==> src/rtl/hamming_encoder_stream.sv <==
// hamming_encoder_stream: streaming Hamming [7,4] encoder, one byte in -> two codewords out
module hamming_encoder_stream #(
  parameter bit LOW_FIRST = 1'b1,
  parameter int CNT_W = 16
) (
  input  logic             clk,
  input  logic             rst,
  input  logic             in_valid,
  output logic             in_ready,
  input  logic [7:0]       in_data,
  input  logic [6:0]       inj_mask,
  output logic             out_valid,
  input  logic             out_ready,
  output logic [6:0]       out_codeword,
  output logic             out_last,
  output logic [CNT_W-1:0] cw_count
);
  typedef enum logic [1:0] {S_IDLE, S_FIRST, S_SECOND} state_t;
  state_t state, state_nx;
  logic [7:0] byte_q;
  logic [6:0] mask_q;
  logic accept, fire;
  function automatic logic [6:0] enc(input logic [3:0] n);
    return {n[3], n[2], n[1], n[1] ^ n[2] ^ n[3], n[0], n[0] ^ n[2] ^ n[3], n[0] ^ n[1] ^ n[3]};
  endfunction
  assign out_valid = state != S_IDLE;
  assign out_last = state == S_SECOND;
  assign in_ready = !rst && (state == S_IDLE || (state == S_SECOND && out_ready));
  assign accept = in_valid && in_ready;
  assign fire = out_valid && out_ready;
  // out_last flips the nibble choice, so LOW_FIRST just inverts which half leads
  assign out_codeword = enc((out_last ^ LOW_FIRST) ? byte_q[3:0] : byte_q[7:4]) ^ mask_q;
  always_comb begin
    state_nx = state;
    state_nx = (state == S_IDLE)  ? (accept ? S_FIRST : S_IDLE) :
               (state == S_FIRST) ? (fire ? S_SECOND : S_FIRST) :
               fire ? (in_valid ? S_FIRST : S_IDLE) : S_SECOND;
  end
  always_ff @(posedge clk) begin
    if (rst) begin
      state    <= S_IDLE;
      byte_q   <= '0;
      mask_q   <= '0;
      cw_count <= '0;
    end else begin
      state <= state_nx;
      if (accept) begin
        byte_q <= in_data;
        mask_q <= inj_mask;
      end
      if (fire) cw_count <= cw_count + CNT_W'(1);
    end
  end
endmodule

==> config.mk <==
export PLATFORM = sky130hd
export DESIGN_NAME = hamming_encoder_stream
export DESIGN_NICKNAME = d
export VERILOG_FILES = /design/src/rtl/hamming_encoder_stream.sv
export SDC_FILE = /design/constraint.sdc
export NUM_CORES = 1
export LEC_CHECK = 0
export CORE_ASPECT_RATIO = 1.25
export CORE_MARGIN = 1.5
export CORE_UTILIZATION = 47
export DETAILED_ROUTE_END_ITERATION = 7
export PLACE_DENSITY = 0.8
export SLEW_MARGIN = 5
export SYNTH_ARGS = -nofsm -noshare
export SYNTH_HDL_FRONTEND = slang
export SYNTH_SLANG_ARGS = --single-unit
==> constraint.sdc <==
create_clock -name clk -period 2.2 [get_ports clk]
set_input_delay 0.66 -clock clk [delete_from_list [all_inputs] [get_ports clk]]
set_output_delay 0.66 -clock clk [all_outputs]
set_load 0.01 [all_outputs]
After elaboration in Yosys (flattened, before gate mapping). Index checks and enable logic that the tools add are counted.

Logic and storage cells: 29. Flip-flop bits (word level): 33.

Muxes and demuxes: 7. Reductions and logical operators: 8. Equality and inequality tests: 2. $add $sub $neg: 1. Bitwise gates (word level): 7.

Operator list (number): $add 16x1->16 const B (1); $mux 2 (4); $xor 7x7->7 (1); $xor 1x1->1 (6); $logic_and 1x1->1 (4); $mux 4 (1); $eq 2x1->1 const B (1); $eq 2x2->1 const B (1); $logic_not 2->1 (1); $mux 1 (2); $reduce_bool 2->1 (1); $logic_not 1->1 (1); $logic_or 1x1->1 (1).

Logic depth before layout (Yosys ltp). Gate-level depths: netlist (run 1).

Word-level depth: 7. Mapped depth: 6. Gate-level depth less buffers: 5.

Worst setup path before layout (run 1). No wires, ideal clock.

Path type: register to output. From: register state[1]. To: output port out_codeword[0]. Data required time: 1.540 ns. Stages on the path, launching flop included: 7. Data arrival time: 1.477 ns. Slack: 0.063 ns. Cell sequence: dfxtp_1 -> clkbuf_2 -> nor2b_1 -> buf_2 -> mux2i_1 -> xnor2_1 -> xnor2_1.

Word-level cells in the longest chain between the ends: 5.

RTL lines: from (decl) (line 19) `state_t state, state_nx;`; from (signal assigned) (line 46) `state <= state_nx;`; $eq 2x2->1 (*) (line 27) `assign out_last = state == S_SECOND;`; named net out_last (line 15) `output logic out_last,`; $mux 4 (*) (line 32) `assign out_codeword = enc((out_last ^ LOW_FIRST) ? byte_q[3:0] : byte_q[7:4]) ^ mask_q;`; $xor 1x1->1 (line 24) `return {n[3], n[2], n[1], n[1] ^ n[2] ^ n[3], n[0], n[0] ^ n[2] ^ n[3], n[0] ^ n[1] ^ n[3]};`; $xor 1x1->1 (*) (line 24); $xor 7x7->7 (*) (line 32); to (decl) (line 14) `output logic [6:0] out_codeword,`.

The timed path passes the listed nets; every way through them passes the cells marked *.

Worst setup path in the final report (run 1).
From: register state[1]. To: output port out_codeword[0].

Word-level cells in the longest chain between the ends: 5.

RTL lines (line): $eq 2x2->1 (*) (27); $mux 4 (*) (32); $xor 1x1->1 (24); $xor 1x1->1 (*) (24); $xor 7x7->7 (*) (32).

Every way passes the cells marked *; elsewhere a longest branch is shown, timed or not.

==> results_dict.tcl, run 1 <==
set metrics [dict create \
    min_period_ns 2.32 \
    arrival_ns 1.66 \
    coreArea_mm2 0.00328 \
    clkLatencyLatePin_ns 0.30 \
    worst-path-max-fanout 4 \
    antenna_cells 0 \
    p_leak_nw 0.993 \
    grt_pass1_wl_um 6820 \
    rsz0062_at_grt "true" \
    finalSetupViolCount 7 \
    wire_per_inst_um 14.4 \
    drv_slew 0 \
    cts.sinks 33 \
    max_cap_violations 0 \
    viasPerCell 5.34 \
    ant_nets 0 \
    wl_um 4160 \
    final_cell_mix "clkdlybuf4s50_1 (33), dfxtp_1 (32), buf_4 (19)" \
    ctsHoldBuffers 0 \
    place_area_mm2 0.00223 \
    setup_ws_ns -0.119 \
    yosysSeqAreaShare_pct 40.0 \
    hold_path.class "reg2reg" \
    finalNetCount 271 \
    drt_first_pass_iters 4 \
    end_kind "output port" \
    cp-start-kind "flop" \
    layout-drive-gt1-share_pct 23.0 \
    dieArea_mm2 0.00388 \
    track_usage_pct 22.5 \
    ctsLongestPathBuffers 2 \
    area_delta_synth_final_pct 47.8 \
    max_stage_delay_ns 0.33 \
    dieHeight_um 69.3 \
    failed_checks "setup timing" \
    grt_pass1_vias 1547 \
    final_common_cell "clkdlybuf4s50_1" \
    syn-num-nets 209 \
    cts.reportedPaths.clkPinSlew_ns 0.08 \
    slew_headroom_pct 77.3 \
    skew_ns 0.00825 \
    hold_viol 0 \
    dp.cells 278 \
    fin_area_mm2 0.00244 \
    worstPathCellList "nor2b_4 -> buf_4 -> mux2i_4 -> xnor2_2 -> xnor2_1 -> buf_2" \
    io_buffers 44 \
    fmax_ghz 0.431 \
    path_class "reg2out" \
    cts_buffers 5 \
    synthCells 189 \
    yosys_register_bits 33 \
    dpl.hpwl_um 2580 \
    route.detailed.drc 0 \
    critPathRequiredTime_ns 1.54 \
    synth_area_mm2 0.00165 \
    min_period_over_period_pct 105 \
    ir_worst_vdd_uv 604 \
    fin_cells 289 \
    power_density_mw_per_mm2 638 \
    cts_tree "done" \
    fp.dieW_um 56.0 \
    synth_cell_types 39 \
    ys_warn_count 0 \
    tightest_slew_ns 0.340 \
    cts_root_buffer "clkbuf_8" \
    cp_slowest_cell "dfxtp_2" \
    rows 23 \
    antenna_found_initial 0 \
    ios 45 \
    gr-total-overflow 0 \
    drtIter0Drc 48 \
    grt_max_degree 37 \
    dr_total_vias 1542 \
    place_congestion 0.744 \
    htreeDepth 2 \
    status "complete, but fails checks" \
    syn_area_per_cell_um2 8.75 \
    start_util_pct 50.4 \
]
[sequential cells by signal, summed over array words and instances, names as in the netlist]
| name | count |
|---|---|
| state | 2 |
| mask_q | 7 |
| byte_q | 8 |
| cw_count | 16 |
[worst paths after layout]
kind | from | to | slack (ns) | cells after the start
worst max-delay path | state[1] | out_codeword[0] | -0.12 | 6
worst min-delay path | cw_count[12] | cw_count[12] | 0.51 | 2
worst max register to register | cw_count[0] | cw_count[14] | 0.46 | 5
worst min register to register | cw_count[12] | cw_count[12] | 0.51 | 2
[power breakdown]
group | internal [mW] | leakage (nW) | switching [mW]
clock network | 0.368 | 0.0574 | 0.239
logic | 0.164 | 0.666 | 0.136
registers | 0.624 | 0.269 | 0.0265
total | 1.16 | 0.993 | 0.401
[final cells by class]
class | instances | area, µm²
clock buffers | 6 | 82.6
clock inverters | 2 | 37.5
fillers | 239 | 838
inverters | 17 | 63.8
multi-input cells | 128 | 977
flip-flops and latches | 33 | 662
well taps | 37 | 46.3
repair buffers | 66 | 573
[cell usage after synthesis (all sizes together)]
cell type	count	area share (%)
a21oi	6	1.8
nand2b	3	1.1
o31ai	2	0.91
dfxtp	33	40
and2	2	0.76
nand4	2	1.1
a311oi	1	0.53
mux2	2	1.4
a41o	1	0.61
inv	17	3.9
or4	2	0.91
nor2	16	3.6
nand2	4	0.91
and4	1	0.61
clkbuf	7	1.7
ha	1	0.76
nand3	8	2.4
buf	4	1.3
o2111ai	1	0.53
o211ai	1	1.3
xnor2	14	7.4
xor2	8	4.2
mux2i	7	4.2
or4b	1	0.61
o2111a	1	0.68
a31oi	1	0.38
nand3b	16	7.3
nor3	3	0.91
o21ai	16	4.8
or2	2	0.91
nor2b	3	1.1
or3	1	0.38
o41ai	1	0.53
nor4	1	0.38
[metrics by stage]
step	TNS, ns	util [%]	worst slack, ns	hold slack [ns]	power, mW
after detailed placement	-2.06	68.1	-0.376	0.487	0.945
after floorplan	0	-	0.0631	0.477	0.798
after global placement	-1.68	68.1	-0.384	0.485	0.941
after global routing	-1.19	74.4	-0.194	0.530	1.62
final	-0.568	74.4	-0.119	0.513	1.56
after CTS	-0.747	74.1	-0.148	0.506	1.55
[cell families (layout without fill, tap and decap cells)]
| family | count (synthesis) | in the layout | synth area share, % |
|---|---|---|---|
| AO/OA/AOI/OAI | 31 | 31 | 12.1 |
| buffers and inverters | 28 | 91 | 6.81 |
| XOR/XNOR | 22 | 22 | 11.7 |
| AND/OR/NAND/NOR | 65 | 65 | 23.1 |
| flip-flops | 33 | 33 | 40.0 |
| multiplexers | 9 | 9 | 5.60 |
| adder cells (fa/ha/maj) | 1 | 1 | 0.757 |
[layer usage]
metal | global-route usage (%) | vias to the layer above | wire length, µm
met5 | 0 | - | 0
met4 | 9.79 | 0 | 89
met3 | 5.60 | 10 | 191
met2 | 38.4 | 43 | 2180
met1 | 26.3 | 723 | 1700
li1 | - | 766 | -
[timing repair]
action / CTS / global route
buffers inserted: 4 / 0
endpoints found under the setup margin: 10 / 7
resized for setup: 53 / 4
pin swaps: 7 / 2
[worst max-delay path: cells and delay by family (launching register included)]
kind	cells	cell delay [ns]
flops	1	0.33
simple gates	1	0.18
buf+inv	2	0.30
mux	1	0.28
xor+xnor	2	0.27
(Power assumes the default switching activity.)
==> run 2: changes to the inputs <==
--- a/config.mk
+++ b/config.mk
@@ -7,9 +7,9 @@
 export LEC_CHECK = 0
 export CORE_ASPECT_RATIO = 1.25
 export CORE_MARGIN = 1.5
-export CORE_UTILIZATION = 47
+export CORE_UTILIZATION = 41
 export DETAILED_ROUTE_END_ITERATION = 7
-export PLACE_DENSITY = 0.8
+export PLACE_DENSITY = 0.72
 export SLEW_MARGIN = 5
 export SYNTH_ARGS = -nofsm -noshare
 export SYNTH_HDL_FRONTEND = slang
==> run 2 against run 1 <==
Compared with the run above: the flow still finishes with violations (setup timing); power shrank 5.9%; maximum frequency decreased by 1.4%; combinational power rose by 4%; final cell count is 4.8% higher; setup slack lost 0.033 ns; critical endpoint is now out_codeword[1]; largest cell class unchanged; largest power group unchanged.
==> results_dict.tcl, run 2 (synthesized netlist as in run 1, its figures left out) <==
set metrics [dict create \
    status "complete, but fails checks" \
    failed_checks "setup timing" \
    ios 45 \
    ir_worst_vdd_uv 367 \
    cts_tree "done" \
    htreeDepth 2 \
    largest_register "cw_count" \
    place_congestion 0.778 \
    track_usage_pct 18.8 \
    worstRegToRegCells 5 \
    clockPowerShare_pct 34.3 \
    viasPerCell 4.90 \
    cts_root_buffer "clkbuf_8" \
    clkLatencyLatePin_ns 0.28 \
    ctsHoldBuffers 0 \
    arrival_ns 1.69 \
    antenna_found_initial 0 \
    route.detailed.drc 0 \
    min_period_ns 2.35 \
    wl_um 3760 \
    grt_pass1_vias 1399 \
    dr_total_vias 1484 \
    dpl.hpwl_um 2390 \
    grt_pass1_wl_um 6260 \
    end_kind "output port" \
    r2r_end "cw_count[14]" \
    path_class "reg2out" \
    fin_cells 303 \
    hold-worst-slack_ns 0.509 \
    total_power_mw 1.47 \
    io_buffers 44 \
    final_util_pct 65.3 \
    ctsLongestPathBuffers 2 \
    p_leak_nw 1.02 \
    power_density_mw_per_mm2 588 \
    final_cell_mix "clkdlybuf4s50_1 (33), dfxtp_1 (32), inv_1 (17)" \
    ant_nets 0 \
    swShare_pct 26.3 \
    rows 25 \
    finalSetupViolCount 7 \
    critPathRequiredTime_ns 1.54 \
    intPower_mw 1.08 \
    antenna_cells 0 \
    start_util_pct 43.3 \
    gr-total-overflow 0 \
    place_area_mm2 0.00226 \
    hold_viol 0 \
    wire_per_inst_um 12.4 \
    largest_reg_flops 16 \
    combPwrFrac_pct 21.2 \
    fp.dieW_um 59.8 \
    grt_max_degree 37 \
    max_cap_violations 0 \
    drv_slew 0 \
    tightest_slew_ns 0.341 \
    worst-path-max-fanout 3 \
    top_regs "cw_count (16), byte_q (8), mask_q (7)" \
    hp-start "cw_count[12]" \
    drt_first_pass_iters 4 \
    fmax_ghz 0.425 \
    cts.sinks 33 \
    p_sw_uw 385 \
    cp-start-kind "flop" \
    fin_area_mm2 0.00249 \
    whs_endpoint "cw_count[12]" \
    dieArea_mm2 0.00442 \
    dieHeight_um 74.0 \
    min_delay_path_depth 2 \
    coreArea_mm2 0.00382 \
    final_common_cell "clkdlybuf4s50_1" \
    setup_ws_ns -0.152 \
    fillers 343 \
    finalNetCount 268 \
    r2r_start "cw_count[0]" \
    area_delta_synth_final_pct 50.8 \
    hold_path.class "reg2reg" \
    drtIter0Drc 37 \
    slew_headroom_pct 77.3 \
    layout-drive-gt1-share_pct 23.7 \
    min_period_over_period_pct 107 \
    p_seq_share_pct 44.5 \
    cts.reportedPaths.clkPinSlew_ns 0.07 \
    dp.cells 294 \
    r2r_slack_ns 0.45 \
    cts_buffers 5 \
    skew_ns 0.00647 \
    rsz0062_at_grt "true" \
]
[run 2: repair_timing]
action / 4_1_cts / 5_1_grt
gates resized for setup: 59 / 6
setup endpoints to repair: 10 / 9
buffers inserted: 0 / 1
pin swaps: 5 / 2
endpoints found under the hold margin: 0 / 0
[run 2: per-layer routing]
layer	part of all wire, %	GRT usage (%)	up-vias
li1	-	-	760
met1	43	21.8	675
met2	50	32.6	42
met3	4.5	4.70	7
met4	2.2	7.65	0
met5	0	0	-
[run 2: metrics by stage]
stage	setup WS, ns	TNS (ns)
floorplan	0.0631	0
global placement	-0.339	-1.77
detailed placement	-0.341	-1.82
CTS	-0.117	-0.418
global route	-0.224	-1.10
finish	-0.152	-0.581
[run 2: power groups by stage]
stage	sequential [mW]	combinational [mW]	clock (mW)
after floorplan	0.655	0.143	0
after global placement	0.658	0.288	0
after global routing	0.655	0.337	0.536
after detailed placement	0.659	0.288	0
final	0.652	0.310	0.503
after CTS	0.651	0.305	0.511
[run 2: final cells by class]
type                    count  area (µm²)  area share [%]
flip-flops and latches     33         662            26.6
well taps                  54        67.6            2.71
clock buffers               7        96.3            3.87
multi-input cells         128        1010            40.7
inverters                  17        63.8            2.56
repair buffers             63         583            23.4
clock inverters             1        5.00           0.201
[run 2: worst max-delay path by stage]
| stage | startpoint | to | slack (ns) | cells after the start |
|---|---|---|---|---|
| 6_report | byte_q[4] | out_codeword[1] | -0.15 | 5 |
| 5_1_grt | byte_q[4] | out_codeword[1] | -0.22 | 5 |
| 4_1_cts | state[1] | out_codeword[3] | -0.12 | 6 |
| 3_5_place_dp | out_ready | in_ready | -0.34 | 4 |
| 3_3_place_gp | out_ready | in_ready | -0.34 | 4 |
| 2_1_floorplan | state[1] | out_codeword[0] | 0.06 | 6 |
[run 2: critical path, cell delays in order, from the launching register on]
cell and delay, ns:
dfxtp_1 0.44, xor2_1 0.31, mux2i_4 0.14, xnor2_2 0.16
xnor2_1 0.19, buf_2 0.16
==> patch 1 (settings of run 1) <==
The parameter `LOW_FIRST` goes from 1'b1 to 1'b0.
--- a/src/rtl/hamming_encoder_stream.sv
+++ b/src/rtl/hamming_encoder_stream.sv
@@ -2,3 +2,3 @@
 module hamming_encoder_stream #(
-  parameter bit LOW_FIRST = 1'b1,
+  parameter bit LOW_FIRST = 1'b0,
   parameter int CNT_W = 16
Behaviour: not the same (a bounded check fails within 4 cycles, from zero or initial values and one cycle with rst high).
==> patch 1 against run 1 <==
  * The flow still finishes with violations (negative setup slack)
  * Core utilization is 0.69 points lower
  * Cell area is 0.92% lower
  * Synthesized area down 0.61%
  * Wire length fell by 5.2%
  * Total power is 11% lower
  * Synthesized cell count did not move
  * Sequential cell count did not move
  * Non-clock buffer count decreased by 2
  * Clock power shrank 29%
  * Count of clock-buffer cells in the layout up 2
  * Combinational power grew 2%
  * Setup slack improved by 0.026 ns
==> patch 1: results (changes against run 1) <==
timing:
  skew_ns: 0.00225  # was 0.00825 ns
  timing.final.ws_setup_ns: -0.0928  # was -0.119 ns
  finalSetupViolations: 5  # was 7
  max_slew_margin: 0.724  # was 0.773
logic_synthesis:
  synth_warnings: 0  # unchanged
  netlist_top_cells_count: "33 x dfxtp_1, 18 x inv_1, 16 x nand3b_1, 16 x o21ai_0, 15 x nor2_1"  # was 33 x dfxtp_1, 17 x inv_1, 16 x nand3b_1, 16 x nor2_1, 16 x o21ai_0
  syn_nets: 209  # unchanged
  ys_async_sr_fraction: 0  # unchanged
  synthTopCellsByArea: "dfxtp_1 40%, xnor2_1 7.5%, nand3b_1 7.3%"  # was dfxtp_1 40%, xnor2_1 7.4%, nand3b_1 7.3%
  synth_cell_types: 38  # was 39
  ys_seq_area_frac: 0.402  # was 0.400
outcome:
  status: "complete, but fails checks"  # unchanged
  violations: "negative setup slack"  # unchanged
clock_tree:
  clockBufferDepth: 2  # unchanged
  cts_setup_buffers: 0  # was 4
  cts_root_buffer: "clkbuf_8"  # unchanged
  clock_latency_ns: 0.28  # was 0.30 ns
  cts_buffers: 5  # unchanged
  clk_pin_slew_ns: 0.06  # was 0.08 ns
  htree_levels: 2  # unchanged
detailed_routing:
  routedWlPerCell_microns: 13.7  # was 14.4 microns
  viasPerCell: 5.32  # was 5.34
  dr.pass1.iters: 4  # unchanged
  drtIter0Drc: 40  # was 48
grt:
  grt_first_pass_wirelength_mm: 6.47  # was 6.82 mm
  antenna_found_initial: 0  # unchanged
  grt_max_degree: 37  # unchanged
  grt_use_total: 0.212  # was 0.225
  grt_pass1_vias: 1504  # was 1547
placed_design:
  routabilityCongestion: 0.770  # was 0.744
  placed_area_sq_mm: 0.00225  # was 0.00223 sq mm
  dp.final_hpwl_mm: 2.56  # was 2.58 mm
  portBuffers: 44  # unchanged
  pre_cts_ws_ns: -0.386  # was -0.376 ns
power_and_ir_drop:
  peakVddDrop_mv: 0.427  # was 0.604 mV
  p_leak_nw: 1.01  # was 0.993 nW
  switching_share: 0.264  # was 0.258
min_path:
  hp-class: "flip-flop to flip-flop"  # unchanged
layout:
  seqCellArea_sq_um: 662  # unchanged
  layout.nets: 270  # was 271
  drive_gt1_frac: 0.211  # was 0.230
  top_regs: "cw_count x16, byte_q x8, mask_q x7"  # unchanged
  n_antenna_cell: 0  # unchanged
  fill_cells: 254  # was 239
worst_setup_path:
  worst_path_max_delay_cell: "dfxtp_2"  # unchanged
  cp_top_family: "flip-flops"  # unchanged
  worst_path_largest_cell_delay_ns: 0.33  # about the same
  worstPathArrival_ns: 1.63  # was 1.66 ns
  cp_max_fo: 6  # was 4
[patch 1: kinds of logic after synthesis]
kind of cell / share of synthesized area
fa+ha+maj: 0.00761
xor+xnor: 0.117
simple gates: 0.234
compound gates: 0.117
flops: 0.402
buf+inv: 0.0663
mux: 0.0564
[patch 1: final timing paths]
check                                       end  cells after the start  slack [ns]          from
worst min-delay path               cw_count[14]                      2        0.51  cw_count[14]
worst max-delay path            out_codeword[0]                      6       -0.09      state[0]
worst min register to register     cw_count[14]                      2        0.51  cw_count[14]
worst max register to register     cw_count[13]                      4        0.36   cw_count[3]
[patch 1: cell type report]
class	count	area share
Timing Repair Buffer	64	0.241
Sequential cell	33	0.274
Multi-Input combinational cell	128	0.405
Tap cell	37	0.0191
Inverter	18	0.0279
Clock buffer	8	0.0331
[patch 1: power groups by stage]
| stage | clock network, W | registers, W | logic [W] |
|---|---|---|---|
| 3_5_place_dp | 0 | 0.000657 | 0.000289 |
| 2_1_floorplan | 0 | 0.000656 | 0.000140 |
| 5_1_grt | 0.000475 | 0.000653 | 0.000326 |
| 4_1_cts | 0.000447 | 0.000648 | 0.000295 |
| 3_3_place_gp | 0 | 0.000656 | 0.000283 |
| 6_report | 0.000432 | 0.000649 | 0.000304 |
[patch 1: repair_timing]
item,4_1_cts,5_1_grt
endpoints found under the setup margin,10,7
hold buffers,0,0
resized for setup,54,4
cloned,0,0
pin swaps,5,1
[patch 1: through the flow]
step / std cells / TNS [ns] / total power (W) / hold slack [ns]
6_report: 288 / -0.264 / 0.00139 / 0.505
2_1_floorplan: 189 / 0 / 0.000796 / 0.477
3_5_place_dp: 280 / -2.11 / 0.000946 / 0.498
5_1_grt: 288 / -0.616 / 0.00145 / 0.549
3_3_place_gp: 280 / -1.67 / 0.000939 / 0.480
4_1_cts: 288 / -0.130 / 0.00139 / 0.508
[patch 1: routing by layer]
layer	track usage	wire (microns)	vias up
met5	0	0	-
met4	0.140	214	0
met3	0.0507	205	18
met2	0.354	1950	49
met1	0.236	1570	702
li1	-	-	762
[patch 1: tightest hold or removal path: cells and delay by family (launching register included)]
kind,cells,cell delay [ns]
AOI/OAI and AO/OA,2,0.13
DFF,1,0.33
==> patch 2 (config.mk and constraints of run 1) <==
Made on the original files. Encoding of `state_t`: now one-hot (3 bits for 3 states).
--- a/src/rtl/hamming_encoder_stream.sv
+++ b/src/rtl/hamming_encoder_stream.sv
@@ -17,3 +17,3 @@
 );
-  typedef enum logic [1:0] {S_IDLE, S_FIRST, S_SECOND} state_t;
+  typedef enum logic [2:0] {S_IDLE = 3'b001, S_FIRST = 3'b010, S_SECOND = 3'b100} state_t;
   state_t state, state_nx;
Check against the original RTL: no difference found for any inputs over 10 cycles, from zero or initial values and one cycle with rst high; not proved beyond that.
==> patch 2 against run 1 <==
  * The run ends with design-rule violations, negative setup slack left
  * Wire length down 9.9%
  * Non-clock buffer count fell by 1
  * Cell area increased by 2.9%
  * Total power is 4.3% lower
  * Setup slack better by 0.12 ns
  * Synthesized area up 7.5%
  * Sequential cell count increased by 1
  * Synthesized cell count decreased by 4.2%
  * Final cell count shrank 1.7%
  * Clock power is 26% lower
  * Critical endpoint is now out_codeword[3]
==> patch 2: results (changes against run 1) <==
logic_synthesis:
  synthTopCellsByArea: "dfxtp_1 38%, xnor2_1 9.4%, mux2_4 8.5%"  # was dfxtp_1 40%, xnor2_1 7.4%, nand3b_1 7.3%
  syn_inst: 181  # was 189
  syn_nets: 201  # was 209
  synth_cell_types: 41  # was 39
  ys_seq_area_frac: 0.383  # was 0.400
  netlist_top_cells_count: "34 x dfxtp_1, 19 x xnor2_1, 16 x nor2b_1, 14 x nor2_1, 10 x mux2_4"  # was 33 x dfxtp_1, 17 x inv_1, 16 x nand3b_1, 16 x nor2_1, 16 x o21ai_0
timing:
  timing.final.ws_setup_ns: -0.00276  # was -0.119 ns
  skew_ns: 0.00471  # was 0.00825 ns
  fin_tns_setup_ns: -0.00552  # was -0.568 ns
  worstMarginPinSlew_ns: 0.355  # was 0.340 ns
  finalSetupViolations: 3  # was 7
placed_design:
  placed_area_sq_mm: 0.00238  # was 0.00223 sq mm
  pre_cts_ws_ns: -0.500  # was -0.376 ns
  dp.final_hpwl_mm: 2.60  # was 2.58 mm
  routabilityCongestion: 0.851  # was 0.744
clock_tree:
  cts-resized-gates: 47  # was 53
  clock_latency_ns: 0.28  # was 0.30 ns
  clk_pin_slew_ns: 0.06  # was 0.08 ns
  cts_setup_buffers: 1  # was 4
layout:
  drive_gt1_frac: 0.286  # was 0.230
  layoutNonFillerInstCount: 284  # was 289
  top_regs: "cw_count x16, byte_q x8, mask_q x7"  # unchanged
  layout.nets: 266  # was 271
detailed_routing:
  vias: 1490  # was 1542
  drtIter0Drc: 69  # was 48
  drc: 4  # was 0
  routed_wl_mm: 3.75  # was 4.16 mm
worst_setup_path:
  cp_max_fo: 6  # was 4
  r2r_setup_slack_ns: 0.53  # was 0.46 ns
  worstPathArrival_ns: 1.54  # was 1.66 ns
outcome:
  status: "complete, but fails checks"  # unchanged
  violations: "design-rule violations, negative setup slack"  # was negative setup slack
grt:
  grt_use_total: 0.198  # was 0.225
  grt_first_pass_wirelength_mm: 6.43  # was 6.82 mm
  grt_max_degree: 36  # was 37
power_and_ir_drop:
  peakVddDrop_mv: 0.481  # was 0.604 mV
-- patch 2: changes by cell type after synthesis, sizes merged, moves of 5 or more --
| cell | delta |
|---|---|
| nand3b | -14 |
| mux2 | +14 |
| nand2 | +6 |
| o21ai | -12 |
| nor2b | +13 |
| inv | -16 |
| xnor2 | +5 |
-- patch 2: layer usage --
metal | wire [microns] | global-route usage | up-vias
met4 | 44 | 0.0749 | 0
li1 | - | - | 755
met5 | 0 | 0 | -
met1 | 1520 | 0.219 | 683
met3 | 173 | 0.0487 | 6
met2 | 2010 | 0.360 | 46
-- patch 2: kinds of logic (layout without fill, tap and decap cells) --
family / after synthesis / count (layout) / synth area share
AOI/OAI and AO/OA: 19 / 19 / 0.0676
and+or+nand+nor: 69 / 69 / 0.225
buffers and inverters: 9 / 73 / 0.0268
adders and majority gates: 1 / 1 / 0.00704
xor gates and xnor gates: 26 / 26 / 0.128
DFF: 34 / 34 / 0.383
muxes: 23 / 23 / 0.162
-- patch 2: final cells by class --
| class | count | area (sq um) |
|---|---|---|
| flip-flops and latches | 34 | 683 |
| well taps | 39 | 48.8 |
| clock buffers | 6 | 82.6 |
| multi-input cells | 138 | 1110 |
| inverters | 2 | 8.76 |
| fillers | 301 | 1030 |
| repair buffers | 65 | 578 |
-- patch 2: final timing paths --
kind,start,endpoint,cells after the start
worst max-delay path,state[0],out_codeword[3],6
worst min-delay path,cw_count[15],cw_count[15],2
worst max register to register,state[0],cw_count[12],7
worst min register to register,cw_count[15],cw_count[15],2
-- patch 2: where the power goes --
group          internal (W)  switching [W]  total [W]
logic              0.000211       0.000154   0.000365
registers          0.000647      0.0000288   0.000676
clock network      0.000241       0.000209   0.000450
total               0.00110       0.000392    0.00149
